### src/rtl/wave_pkg.sv
// rtl/wave_pkg.sv - shared state encodings and sizing constants for the wave capture block
package wave_pkg;

    typedef enum logic [1:0] {
        ST_ARMED   = 2'd0,
        ST_ACTIVE  = 2'd1,
        ST_WAIT    = 2'd2,
        ST_ILLEGAL = 2'd3
    } wave_state_t;

    localparam int NUM_SAMPLES     = 256;
    localparam int AUTO_TRIG_LIMIT = 1024;

endpackage

### src/rtl/wave_zero_cross.sv
// rtl/wave_zero_cross.sv - rising zero-crossing detect and signed-to-offset-binary conversion
module wave_zero_cross #(
    parameter int SAMPLE_W = 16
) (
    input  logic signed [SAMPLE_W-1:0] i_prev,
    input  logic signed [SAMPLE_W-1:0] i_sample,
    output logic                       o_cross,
    output logic        [7:0]          o_offset
);

    localparam logic signed [SAMPLE_W-1:0] ZERO = '0;

    assign o_cross  = (i_prev < ZERO) && (i_sample >= ZERO);
    // Top byte with sign flipped is the +128 offset form expected by the display RAM
    assign o_offset = {~i_sample[SAMPLE_W-1], i_sample[SAMPLE_W-2:SAMPLE_W-8]};

endmodule

### src/rtl/wave_capture_ctrl.sv
// rtl/wave_capture_ctrl.sv - triggered 256-sample capture into a double-buffered wave RAM
// Optional macro WAVE_CAPTURE_AUTO_TRIGGER_EN forces a trigger after 1024 strobes without a crossing.
module wave_capture_ctrl #(
    parameter int SAMPLE_W = 16
) (
    input  logic                clk,
    input  logic                reset,
    input  logic                new_sample,
    input  logic [SAMPLE_W-1:0] sample_in,
    input  logic                frame_done,
    output logic                write_enable,
    output logic [8:0]          write_address,
    output logic [7:0]          write_sample,
    output logic                read_index,
    output logic [1:0]          state
);

    import wave_pkg::*;

    localparam logic [7:0] LAST_INDEX = 8'(NUM_SAMPLES - 1);

    wave_state_t                 r_state;
    wave_state_t                 w_next_state;
    logic signed [SAMPLE_W-1:0]  r_prev;
    logic        [7:0]           r_index;
    logic        [7:0]           w_next_index;
    logic        [7:0]           w_wr_index;
    logic                        r_read_index;
    logic                        r_write_enable;
    logic        [8:0]           r_write_address;
    logic        [7:0]           r_write_sample;
    logic                        w_do_write;
    logic                        w_toggle;
    logic                        w_cross;
    logic        [7:0]           w_offset;
    logic                        w_auto_fire;

    wave_zero_cross #(.SAMPLE_W(SAMPLE_W)) u_zero_cross (
        .i_prev   (r_prev),
        .i_sample (sample_in),
        .o_cross  (w_cross),
        .o_offset (w_offset)
    );

`ifdef WAVE_CAPTURE_AUTO_TRIGGER_EN
    localparam logic [9:0] AUTO_LAST = 10'(AUTO_TRIG_LIMIT - 1);
    logic [9:0] r_auto_cnt;

    assign w_auto_fire = (r_auto_cnt == AUTO_LAST);

    always_ff @(posedge clk or negedge reset) begin
        if (!reset) begin
            r_auto_cnt <= '0;
        end else if (r_state != ST_ARMED || w_next_state != ST_ARMED) begin
            r_auto_cnt <= '0;
        end else if (new_sample) begin
            r_auto_cnt <= r_auto_cnt + 10'd1;
        end
    end
`else
    assign w_auto_fire = 1'b0;
`endif

    always_ff @(posedge clk or negedge reset) begin
        if (!reset) begin
            r_state <= ST_ARMED;
        end else begin
            r_state <= w_next_state;
        end
    end

    always_comb begin
        w_next_state = r_state;
        w_next_index = r_index;
        w_wr_index   = r_index;
        w_do_write   = 1'b0;
        w_toggle     = 1'b0;
        case (r_state)
            ST_ARMED: begin
                w_next_index = '0;
                if (new_sample && (w_cross || w_auto_fire)) begin
                    w_do_write   = 1'b1;
                    w_wr_index   = '0;
                    w_next_index = 8'd1;
                    w_next_state = ST_ACTIVE;
                end
            end
            ST_ACTIVE: begin
                if (new_sample) begin
                    w_do_write = 1'b1;
                    if (r_index == LAST_INDEX) begin
                        w_next_index = '0;
                        w_next_state = ST_WAIT;
                    end else begin
                        w_next_index = r_index + 8'd1;
                    end
                end
            end
            ST_WAIT: begin
                // A coinciding new_sample is dropped here; only prev_sample sees it
                if (frame_done) begin
                    w_toggle     = 1'b1;
                    w_next_index = '0;
                    w_next_state = ST_ARMED;
                end
            end
            default: begin
                w_next_index = '0;
                w_next_state = ST_ARMED;
            end
        endcase
    end

    always_ff @(posedge clk or negedge reset) begin
        if (!reset) begin
            r_prev          <= '0;
            r_index         <= '0;
            r_read_index    <= 1'b0;
            r_write_enable  <= 1'b0;
            r_write_address <= '0;
            r_write_sample  <= '0;
        end else begin
            if (new_sample) begin
                r_prev <= sample_in;
            end
            r_index        <= w_next_index;
            r_read_index   <= r_read_index ^ w_toggle;
            r_write_enable <= w_do_write;
            if (w_do_write) begin
                r_write_address <= {~r_read_index, w_wr_index};
                r_write_sample  <= w_offset;
            end
        end
    end

    assign write_enable  = r_write_enable;
    assign write_address = r_write_address;
    assign write_sample  = r_write_sample;
    assign read_index    = r_read_index;
    assign state         = r_state;

endmodule

### config.mk
export PLATFORM = sky130hd
export DESIGN_NAME = wave_capture_ctrl
export DESIGN_NICKNAME = d
export VERILOG_FILES = /design/src/rtl/wave_pkg.sv /design/src/rtl/wave_zero_cross.sv /design/src/rtl/wave_capture_ctrl.sv
export SDC_FILE = /design/constraint.sdc
export NUM_CORES = 1
export LEC_CHECK = 0
export BUFFER_PORTS_ARGS = -buffer_cell sky130_fd_sc_hd__buf_2
export CORE_MARGIN = 5
export CORE_UTILIZATION = 45
export DETAILED_ROUTE_END_ITERATION = 8
export PLACE_DENSITY = 0.68
export SETUP_SLACK_MARGIN = 0.1
export SYNTH_ARGS = -nofsm -noshare
export SYNTH_HDL_FRONTEND = slang
export SYNTH_HIERARCHICAL = 1
export SYNTH_SLANG_ARGS = --single-unit
### constraint.sdc
create_clock -name clk -period 2.4 [get_ports clk]
set_input_delay 0.36 -clock clk [delete_from_list [all_inputs] [get_ports clk]]
set_output_delay 0.36 -clock clk [all_outputs]
set_load 0.005 [all_outputs]
==> flow_metrics.py <==
metrics = {
    "worst_setup_path": {
        "crit_chain": "and4bb_2 > nand2b_1 > mux2_2",
        "slowest_delay_ps": 490,
        "start_kind": "flip-flop",
        "critPathTopFamily": "simple AND/OR/NAND/NOR gates",
        "endpoint_kind": "flip-flop",
        "cp.arrival_ps": 2100,
        "critical_path_buf_inv_count": 0,
        "critPathKind": "flip-flop to flip-flop",
        "worstPathRequired_ps": 2620,
        "slowest_stage": "and4bb_2",
        "crit_path_max_fanout": 11,
    },
    "global_routing": {
        "overflow": 0,
        "grtUsageTotal_pct": 13.29,
        "antenna_found_initial": 0,
        "grt_start_max_net_pins": 31,
        "grt_pass1_wl_um": 4215,
        "grt_pass1_vias": 925,
    },
    "timing": {
        "finClkSkew_ps": 12.34,
        "setup_tns_ps": 0,
        "maxSlewHeadroom_pct": 56.27,
        "rsz0062_at_grt": "no",
        "min_period_over_period_pct": 78.54,
        "max_clock_freq_ghz": 0.5305,
        "fin_crit_ps": 1885,
        "slew_violations": 0,
        "setup_violations": 0,
        "worst_pin_slew_ps": 652.9,
        "hold_viol": 0,
    },
    "die": {
        "ios": 41,
        "rows": 20,
        "dieArea_mm2": 0.004238,
        "die_y_um": 65.10,
        "placeableCoreArea_mm2": 0.002978,
        "start_util_pct": 45.88,
        "die_x_um": 65.10,
    },
    "placed_design": {
        "gp_congestion": 0.8266,
        "dpl.hpwl_um": 1760,
        "port_buffers": 32,
    },
    "logic_synthesis": {
        "avgSynthCellArea_um2": 11.78,
        "synth_fp_nets": 137,
        "yosys_warnings": 6,
        "synth_area_mm2": 0.001366,
        "synthCells": 116,
    },
    "clocking": {
        "cts_buffer_depth": 2,
        "cts_inserted_buffers": 5,
        "htreeDepth": 2,
        "cts_tree": "built",
        "ctsHoldBuffers": 0,
        "cts_resized": 0,
        "clock-sinks": 30,
        "post-cts-setup-buffers": 0,
        "clk_latency_ps": 330,
        "clk_pin_slew_ps": 100,
        "root_buffer": "clkbuf_4",
    },
    "cells_and_area": {
        "antenna_cells": 0,
        "seq_area_um2": 750.7,
        "final_nets": 164,
        "area_growth_pct": 12.91,
        "mostFrequentLayoutCells": "buf_2, dfrtp_1, nor2_1, mux2i_1",
        "multi_input_area_um2": 511.7,
        "drive_gt1_share_pct": 32.64,
        "nFillCells": 271,
        "final_common_cell": "buf_2",
    },
    "power_and_ir_drop": {
        "powerDensity_mw_per_mm2": 818.6,
        "power.leakage_uw": 0.0007585,
        "fin_total_pwr_uw": 1263,
        "max-vdd-ir-drop_mv": 0.5260,
    },
    "detailed_routing": {
        "first_iter_violations": 9,
        "drt_pass1_iterations": 4,
        "ant_nets": 0,
        "drt-total-wl_um": 2425,
        "route.detailed.drc": 0,
        "wl_per_cell_um": 13.70,
        "via_count": 930,
        "vias_per_cell": 5.254,
    },
    "job": {
        "maxCapViolCount": 0,
    },
    "run_status": {
        "run_status": "finished clean",
    },
    "worst_hold_path": {
        "min_path_type": "input port to async pin",
    },
}
[metrics by stage]
| stage | instance area (um^2) | cells | hold WS [ps] | utilization, % | setup slack [ps] |
|---|---|---|---|---|---|
| after global routing | 1543 | 177 | 84.77 | 51.81 | 385.2 |
| after CTS | 1543 | 177 | 60.49 | 51.81 | 495.1 |
| after global placement | 1483 | 169 | 416.6 | 49.79 | 464.6 |
| after detailed placement | 1483 | 169 | 419.9 | 49.79 | 461.7 |
| final | 1543 | 177 | 36.87 | 51.81 | 515.1 |
| after floorplan | 1366 | 116 | 64.41 | - | 890.6 |
[where the power goes]
group	total [uW]	internal (uW)	switching (uW)
combinational	249	129	120
sequential	705	612	92.6
clock	309	142	168
[per-layer routing]
metal / wire (um) / track usage [%] / vias up / part of all wire [%]
met5: 0 / 0 / - / 0
met4: 21 / 6.477 / 0 / 0.87
met3: 195 / 5.983 / 2 / 8.0
met2: 1143 / 20.82 / 31 / 47
met1: 1065 / 15.48 / 446 / 44
li1: - / - / 451 / -
[area by class of cell]
type	count	area share, %
clock buffer	7	3.569
clock inverter	1	0.3244
inverter	3	0.7299
multi-input combinational	70	33.17
sequential	30	48.66
tap	33	2.676
timing repair buffer	33	10.87
[registers in the layout, indices dropped and copies added (netlist names)]
name           count
write_enable       1
read_index         1
write_sample       8
state              2
r_prev             1
r_index            8
write_address      9
[path summary, 6_finish.rpt]
kind,start,endpoint,slack [ps],depth (start not counted)
worst max register to register,state[0],write_sample[7],520,3
min in group clk,sample_in[12],write_sample[4],240,2
worst min register to register,write_sample[6],write_sample[6],480,1
worst max-delay path,state[0],write_sample[7],520,3
max in group asynchronous,reset,write_address[1],1950,1
worst min-delay path,reset,r_index[7],40,1
Note: power is estimated with default switching activity, not from simulation.
